$ cat src/rtl/idli_sqi_ctrl_m_if.sv
// idli_sqi_ctrl_m_if: core-side and SQI-pad-side signal bundle for the
// quad-mode SRAM controller, plus the nibble datapath type it carries.
// slave  = the controller's view, master = the core/pad side view.
package idli_sqi_pkg;
  typedef logic [3:0] sqi_data_t;
endpackage

interface idli_sqi_ctrl_m_if;
  import idli_sqi_pkg::*;

  // core request / data handshake
  logic        i_sqi_req;
  logic        i_sqi_wr;
  logic [15:0] i_sqi_addr;
  logic        o_sqi_ack;
  logic        i_sqi_stop;
  sqi_data_t   o_sqi_rd_data;
  logic        o_sqi_rd_vld;
  sqi_data_t   i_sqi_wr_data;
  logic        o_sqi_wr_rdy;
  // SRAM pads
  logic        o_sqi_cs_n;
  logic        o_sqi_sck_en;
  logic [3:0]  o_sqi_sio_out;
  logic        o_sqi_sio_oe;
  logic [3:0]  i_sqi_sio_in;

  modport slave (
    input  i_sqi_req, i_sqi_wr, i_sqi_addr, i_sqi_stop, i_sqi_wr_data, i_sqi_sio_in,
    output o_sqi_ack, o_sqi_rd_data, o_sqi_rd_vld, o_sqi_wr_rdy,
           o_sqi_cs_n, o_sqi_sck_en, o_sqi_sio_out, o_sqi_sio_oe
  );

  modport master (
    output i_sqi_req, i_sqi_wr, i_sqi_addr, i_sqi_stop, i_sqi_wr_data, i_sqi_sio_in,
    input  o_sqi_ack, o_sqi_rd_data, o_sqi_rd_vld, o_sqi_wr_rdy,
           o_sqi_cs_n, o_sqi_sck_en, o_sqi_sio_out, o_sqi_sio_oe
  );
endinterface

$ cat src/rtl/idli_sqi_ctrl_m.sv
// idli_sqi_ctrl_m: nibble-serial controller for a quad-mode SQI SRAM.
// Sequence: IDLE -> INSTR(2) -> ADDR(6) -> [DUMMY(2) on reads] -> DATA -> DESEL(1).
// Optional macro IDLI_SQI_WORD_BURST_EN: DATA ends after exactly 4 nibbles
// (one 16b word) and i_sqi_stop is ignored; otherwise DATA ends on i_sqi_stop.
module idli_sqi_ctrl_m
  import idli_sqi_pkg::*;
(
  input  logic              i_sqi_gck,
  input  logic              i_sqi_rst_n,
  idli_sqi_ctrl_m_if.slave  sqi
);

  localparam logic [2:0] ST_IDLE  = 3'd0;
  localparam logic [2:0] ST_INSTR = 3'd1;
  localparam logic [2:0] ST_ADDR  = 3'd2;
  localparam logic [2:0] ST_DUMMY = 3'd3;
  localparam logic [2:0] ST_DATA  = 3'd4;
  localparam logic [2:0] ST_DESEL = 3'd5;

  logic [2:0]  state_q, state_d;
  logic [2:0]  cnt_q, cnt_d;
  logic        wr_q, wr_d;
  logic [15:0] addr_q, addr_d;

  logic        data_last;
  logic [31:0] hdr_w;
  logic [2:0]  hdr_idx;
  logic [3:0]  hdr_nib;

`ifdef IDLI_SQI_WORD_BURST_EN
  // DATA phase position within the 16b word; the 4th nibble closes the burst.
  logic [1:0] word_cnt;
  assign word_cnt  = cnt_q[1:0];
  assign data_last = (word_cnt == 2'd3);
`else
  assign data_last = sqi.i_sqi_stop;
`endif

  // Instruction byte followed by the 24b address, shifted out MSB nibble first.
  assign hdr_w   = {(wr_q ? 8'h02 : 8'h03), 8'h00, addr_q};
  assign hdr_idx = (state_q == ST_ADDR) ? (cnt_q + 3'd2) : cnt_q;
  assign hdr_nib = hdr_w[5'd28 - {hdr_idx, 2'b00} +: 4];

  // Next-state logic: phase sequencing and request capture.
  always_comb begin
    state_d = state_q;
    wr_d    = wr_q;
    addr_d  = addr_q;
    case (state_q)
      ST_IDLE: begin
        if (sqi.i_sqi_req) begin
          state_d = ST_INSTR;
          wr_d    = sqi.i_sqi_wr;
          addr_d  = sqi.i_sqi_addr;
        end
      end
      ST_INSTR: if (cnt_q == 3'd1) state_d = ST_ADDR;
      ST_ADDR:  if (cnt_q == 3'd5) state_d = wr_q ? ST_DATA : ST_DUMMY;
      ST_DUMMY: if (cnt_q == 3'd1) state_d = ST_DATA;
      ST_DATA:  if (data_last)     state_d = ST_DESEL;
      ST_DESEL: state_d = ST_IDLE;
      default:  state_d = ST_IDLE;
    endcase
    // The phase counter restarts at every state change.
    cnt_d = (state_d != state_q) ? 3'd0 : (cnt_q + 3'd1);
  end

  // State registers with synchronous active-low reset (no DESEL on abort).
  always_ff @(posedge i_sqi_gck) begin
    if (!i_sqi_rst_n) begin
      state_q <= ST_IDLE;
      cnt_q   <= 3'd0;
      wr_q    <= 1'b0;
      addr_q  <= 16'h0000;
    end else begin
      state_q <= state_d;
      cnt_q   <= cnt_d;
      wr_q    <= wr_d;
      addr_q  <= addr_d;
    end
  end

  // Output decode from the current phase; data paths are combinational pass-through.
  always_comb begin
    sqi.o_sqi_ack     = 1'b0;
    sqi.o_sqi_rd_vld  = 1'b0;
    sqi.o_sqi_rd_data = 4'h0;
    sqi.o_sqi_wr_rdy  = 1'b0;
    sqi.o_sqi_cs_n    = 1'b1;
    sqi.o_sqi_sck_en  = 1'b0;
    sqi.o_sqi_sio_out = 4'h0;
    sqi.o_sqi_sio_oe  = 1'b0;
    case (state_q)
      ST_IDLE: begin
        // Held low while reset is asserted so every output is quiet in reset.
        sqi.o_sqi_ack = sqi.i_sqi_req & i_sqi_rst_n;
      end
      ST_INSTR, ST_ADDR: begin
        sqi.o_sqi_cs_n    = 1'b0;
        sqi.o_sqi_sck_en  = 1'b1;
        sqi.o_sqi_sio_oe  = 1'b1;
        sqi.o_sqi_sio_out = hdr_nib;
      end
      ST_DUMMY: begin
        sqi.o_sqi_cs_n   = 1'b0;
        sqi.o_sqi_sck_en = 1'b1;
      end
      ST_DATA: begin
        sqi.o_sqi_cs_n   = 1'b0;
        sqi.o_sqi_sck_en = 1'b1;
        if (wr_q) begin
          sqi.o_sqi_sio_oe  = 1'b1;
          sqi.o_sqi_sio_out = sqi.i_sqi_wr_data;
          sqi.o_sqi_wr_rdy  = 1'b1;
        end else begin
          sqi.o_sqi_rd_vld  = 1'b1;
          sqi.o_sqi_rd_data = sqi.i_sqi_sio_in;
        end
      end
      default: ;
    endcase
  end

endmodule

$ cat src/flat_wrapper.sv
// flat-port wrapper written by rule: the top's interface ports become plain ports
module idli_sqi_ctrl_m_flat import idli_sqi_pkg::*;
  (i_sqi_gck, i_sqi_rst_n, sqi_i_sqi_req, sqi_i_sqi_wr, sqi_i_sqi_addr, sqi_i_sqi_stop, sqi_i_sqi_wr_data, sqi_i_sqi_sio_in, sqi_o_sqi_ack, sqi_o_sqi_rd_data, sqi_o_sqi_rd_vld, sqi_o_sqi_wr_rdy, sqi_o_sqi_cs_n, sqi_o_sqi_sck_en, sqi_o_sqi_sio_out, sqi_o_sqi_sio_oe);
  idli_sqi_ctrl_m_if sqi_i ();
  input  logic i_sqi_gck;
  input  logic i_sqi_rst_n;
  input wire logic [$bits(sqi_i.i_sqi_req)-1:0] sqi_i_sqi_req;
  input wire logic [$bits(sqi_i.i_sqi_wr)-1:0] sqi_i_sqi_wr;
  input wire logic [$bits(sqi_i.i_sqi_addr)-1:0] sqi_i_sqi_addr;
  input wire logic [$bits(sqi_i.i_sqi_stop)-1:0] sqi_i_sqi_stop;
  input wire logic [$bits(sqi_i.i_sqi_wr_data)-1:0] sqi_i_sqi_wr_data;
  input wire logic [$bits(sqi_i.i_sqi_sio_in)-1:0] sqi_i_sqi_sio_in;
  output wire logic [$bits(sqi_i.o_sqi_ack)-1:0] sqi_o_sqi_ack;
  output wire logic [$bits(sqi_i.o_sqi_rd_data)-1:0] sqi_o_sqi_rd_data;
  output wire logic [$bits(sqi_i.o_sqi_rd_vld)-1:0] sqi_o_sqi_rd_vld;
  output wire logic [$bits(sqi_i.o_sqi_wr_rdy)-1:0] sqi_o_sqi_wr_rdy;
  output wire logic [$bits(sqi_i.o_sqi_cs_n)-1:0] sqi_o_sqi_cs_n;
  output wire logic [$bits(sqi_i.o_sqi_sck_en)-1:0] sqi_o_sqi_sck_en;
  output wire logic [$bits(sqi_i.o_sqi_sio_out)-1:0] sqi_o_sqi_sio_out;
  output wire logic [$bits(sqi_i.o_sqi_sio_oe)-1:0] sqi_o_sqi_sio_oe;
  assign sqi_i.i_sqi_req = sqi_i_sqi_req;
  assign sqi_i.i_sqi_wr = sqi_i_sqi_wr;
  assign sqi_i.i_sqi_addr = sqi_i_sqi_addr;
  assign sqi_i.i_sqi_stop = sqi_i_sqi_stop;
  assign sqi_i.i_sqi_wr_data = sqi_i_sqi_wr_data;
  assign sqi_i.i_sqi_sio_in = sqi_i_sqi_sio_in;
  assign sqi_o_sqi_ack = sqi_i.o_sqi_ack;
  assign sqi_o_sqi_rd_data = sqi_i.o_sqi_rd_data;
  assign sqi_o_sqi_rd_vld = sqi_i.o_sqi_rd_vld;
  assign sqi_o_sqi_wr_rdy = sqi_i.o_sqi_wr_rdy;
  assign sqi_o_sqi_cs_n = sqi_i.o_sqi_cs_n;
  assign sqi_o_sqi_sck_en = sqi_i.o_sqi_sck_en;
  assign sqi_o_sqi_sio_out = sqi_i.o_sqi_sio_out;
  assign sqi_o_sqi_sio_oe = sqi_i.o_sqi_sio_oe;
  idli_sqi_ctrl_m u_core (.i_sqi_gck(i_sqi_gck), .i_sqi_rst_n(i_sqi_rst_n), .sqi(sqi_i));
endmodule
$ cat config.mk
export PLATFORM = sky130hd
export DESIGN_NAME = idli_sqi_ctrl_m_flat
export DESIGN_NICKNAME = d
export VERILOG_FILES = /design/src/rtl/idli_sqi_ctrl_m_if.sv /design/src/rtl/idli_sqi_ctrl_m.sv /design/src/flat_wrapper.sv
export SDC_FILE = /design/constraint.sdc
export NUM_CORES = 1
export LEC_CHECK = 0
export ABC_AREA = 1
export ABC_CLOCK_PERIOD_IN_PS = 3300
export CAP_MARGIN = 10
export CORE_MARGIN = 2
export CORE_UTILIZATION = 49
export CTS_CLUSTER_DIAMETER = 50
export DETAILED_ROUTE_END_ITERATION = 6
export PLACE_DENSITY = 0.87
export RECOVER_POWER = 50
export SLEW_MARGIN = 20
export SYNTH_ARGS = -nofsm -noshare
export SYNTH_HDL_FRONTEND = slang
export SYNTH_SLANG_ARGS = --single-unit
$ cat constraint.sdc
create_clock -name i_sqi_gck -period 3.3 [get_ports i_sqi_gck]
set_clock_uncertainty 0.2 [all_clocks]
set_input_delay 0.66 -clock i_sqi_gck [delete_from_list [all_inputs] [get_ports i_sqi_gck]]
set_output_delay 0.66 -clock i_sqi_gck [all_outputs]
set_load 0.05 [all_outputs]
==> flow_metrics.py <==
metrics = {
    "critical_path": {
        "cpMostUsedCell": "inv_2",
        "crit_arrival_ps": 2240,
        "worstPathRequired_ps": 2440,
        "crit_chain": "nor2_2, inv_2, nor2_1, inv_2, o21ai_0, clkdlybuf4s50_1",
        "end_kind": "output pin",
        "start_kind": "flip-flop",
        "cp_slowest_cell": "clkdlybuf4s50_1",
        "cpPeakStageDelay_ps": 830,
        "critical_path_class": "reg2out",
        "cp_max_fo": 8,
    },
    "layout": {
        "drive_above_1_share": 0.06154,
        "nFillCells": 221,
        "area_delta_synth_final_pct": 36.74,
        "antenna_cells": 0,
        "final_nets": 292,
    },
    "timing": {
        "finalSetupTns_ps": 0,
        "fmax_mhz": 322.5,
        "tightestPinTransition_ps": 561.0,
        "rsz0062_at_grt": "false",
        "slew_headroom": 0.6260,
        "drv_slew": 0,
        "fin_crit_sh": 0.9396,
        "fin_crit_ps": 3101,
        "hold_viol": 0,
        "setup-violations-final": 0,
        "finalWorstSetupSlack_ps": 199.2,
    },
    "place": {
        "dp_hpwl_um": 2232,
        "dp_slack_ps": 346.7,
        "gp_congestion": 0.9184,
        "numPortBuffers": 42,
    },
    "routing": {
        "dr.pass1.iters": 4,
        "routed_wl_um": 3088,
        "ant_nets": 0,
        "vias_per_cell": 4.941,
        "drcViolationCount": 0,
        "drt-initial-drc-count": 53,
        "wl_per_cell_um": 10.65,
        "vias": 1433,
    },
    "clock_network": {
        "clkSinkCount": 23,
        "cts_buffers": 3,
        "clockBufferDepth": 2,
        "htreeDepth": 1,
        "postCtsSetupBuffers": 0,
        "clk_pin_slew_ps": 130,
        "cts-resized-gates": 0,
        "tritoncts": "done",
        "cts_hold_buf": 0,
        "clk_latency_ps": 310,
        "root_buffer": "clkbuf_4",
    },
    "logic_synthesis": {
        "synth_top_family_by_area": "simple AND/OR/NAND/NOR gates",
        "syn_nets": 248,
        "syn_area_um2": 1311,
        "seq_area_frac_synth": 0.3511,
        "yosys.area_share.simple": 0.4532,
        "synth-xor-area-share": 0.006679,
        "synth_mux_area_frac": 0,
        "synth_cell_types": 26,
        "synth_area_leaders": "dfxtp_1 (35%), nand2_1 (20%), nor2_1 (16%), o21ai_0 (6.9%), inv_1 (3.4%)",
        "synth-adder-area-share": 0.01908,
        "ys_warn_count": 0,
        "avgSynthCellArea_um2": 6.043,
        "synth-compound-area-share": 0.09256,
        "ys_seq_elements": 23,
        "synth_top_area_share": 0.3511,
        "yosys.area.top_type": "dfxtp_1",
        "syn_inst": 217,
    },
    "grt": {
        "antenna_found_initial": 0,
        "grt_pass1_vias": 1256,
        "use_met2": 0.3367,
        "grt_max_degree": 20,
        "busiest_layer": "met2",
        "grtUsageMet3": 0.03256,
        "met1_usage": 0.2902,
        "grt_pass1_wl_um": 5437,
        "track_usage": 0.2110,
        "grt_overflow": 0,
    },
    "flow_run": {
        "cap_viol_max_count": 0,
    },
    "pwr": {
        "irDropWorstVdd_mv": 0.2723,
        "power.density_nw_per_um2": 443.7,
        "total_leakage_power_uw": 0.0009416,
    },
    "min_path": {
        "hold_path.class": "reg2reg",
    },
    "floorplan": {
        "initial_utilization": 0.5245,
        "core_um2": 2500,
        "num_io_pins": 43,
        "die_h_um": 55.73,
        "die_area_um2": 3106,
        "die_w_um": 55.73,
        "fp-row-count": 18,
    },
    "outcome": {
        "outcome": "complete, no violations",
    },
}
[registers in the layout, summed over array words and instances (netlist names)]
register and flops:
u_core.state_q 3, u_core.wr_q 1, u_core.cnt_q 3, u_core.addr_q 16
[layout make-up]
| class | count | area (um^2) | area share |
|---|---|---|---|
| clock buffer | 4 | 26.28 | 0.01465 |
| inverter | 18 | 70.07 | 0.03908 |
| multi-input combinational | 171 | 747.0 | 0.4166 |
| sequential | 23 | 460.4 | 0.2568 |
| tap | 30 | 37.54 | 0.02094 |
| timing repair buffer | 44 | 451.7 | 0.2519 |
[synth_stat cells]
cell type,n
clkinv_1,1
o21ai_1,1
inv_4,1
inv_2,4
nor2_1,57
dfxtp_1,23
nand4_1,1
nand3_2,1
buf_1,1
clkbuf_1,1
xnor2_1,1
inv_1,12
o21ai_0,18
ha_1,2
nand2_2,2
nor3_1,2
buf_2,1
nor2_4,1
buf_4,1
a31oi_1,1
buf_6,1
a21oi_1,4
nand2_1,70
nor2_2,2
nor2_8,1
nand3_1,7
[layout by cell type (no fill, tap or decap)]
cell | Yosys | routed
nand2_1 | 70 | 71
nor2_1 | 57 | 57
clkdlybuf4s50_1 | 0 | 36
dfxtp_1 | 23 | 23
o21ai_0 | 18 | 18
inv_1 | 12 | 12
nand3_1 | 7 | 7
inv_2 | 4 | 4
a21oi_1 | 4 | 4
dlymetal6s2s_1 | 0 | 4
clkbuf_4 | 0 | 3
nor2_2 | 2 | 2
nor3_1 | 2 | 2
ha_1 | 2 | 2
clkbuf_1 | 1 | 2
nor2_4 | 1 | 1
nand3_2 | 1 | 1
nand4_1 | 1 | 1
nand2_2 | 2 | 1
clkinv_1 | 1 | 1
nor2_8 | 1 | 1
inv_4 | 1 | 1
xnor2_1 | 1 | 1
a31oi_1 | 1 | 1
o21ai_1 | 1 | 1
dlygate4sd3_1 | 0 | 1
buf_12 | 0 | 1
buf_4 | 1 | 1
[stage by stage]
stage               instances  total power (uW)  hold WS (ps)    util  area [um^2]
finish                    290             795.6         329.0  0.7172         1793
global route              290             856.1         350.1  0.7172         1793
CTS                       290             800.1         333.8  0.7157         1789
detailed placement        286             670.1         298.4  0.7052         1763
global placement          286             665.0         280.4  0.7052         1763
floorplan                 217             568.3         261.9       -         1311
[worst max-delay path: cells and delay by family (launching register included)]
kind            cells  cell delay (ps)
compound gates      1              160
simple gates        2              330
flops               1              400
buf+inv             3             1030
[power by group]
part           leakage, uW  internal [uW]  switching, uW  total [uW]
combinational     0.000737            119            205         324
sequential        0.000190            314           23.2         337
clock            0.0000150           47.3           87.1         134
total             0.000942            480            315         796
[worst paths after layout]
| check | from | end | slack (ps) | cells after the start |
|---|---|---|---|---|
| max | u_core.state_q[1] | sqi_o_sqi_sio_oe | 200 | 6 |
| min | u_core.addr_q[11] | u_core.addr_q[11] | 330 | 2 |
| max reg2reg | u_core.cnt_q[0] | u_core.cnt_q[0] | 1300 | 10 |
| min reg2reg | u_core.addr_q[11] | u_core.addr_q[11] | 330 | 2 |
[per-layer routing]
metal | vias to the layer above | part of all wire | wire length, um
met5 | - | 0 | 0
met4 | 0 | 0.013 | 41
met3 | 6 | 0.070 | 217
met2 | 48 | 0.46 | 1419
met1 | 617 | 0.46 | 1409
li1 | 762 | - | -
[cell families (layout without fill, tap and decap cells)]
group           after synthesis  after routing
xor+xnor                      1              1
simple gates                144            144
flops                        23             23
fa+ha+maj                     2              2
compound gates               24             24
buf+inv                      23             66
Power figures use the tool's default switching activity.
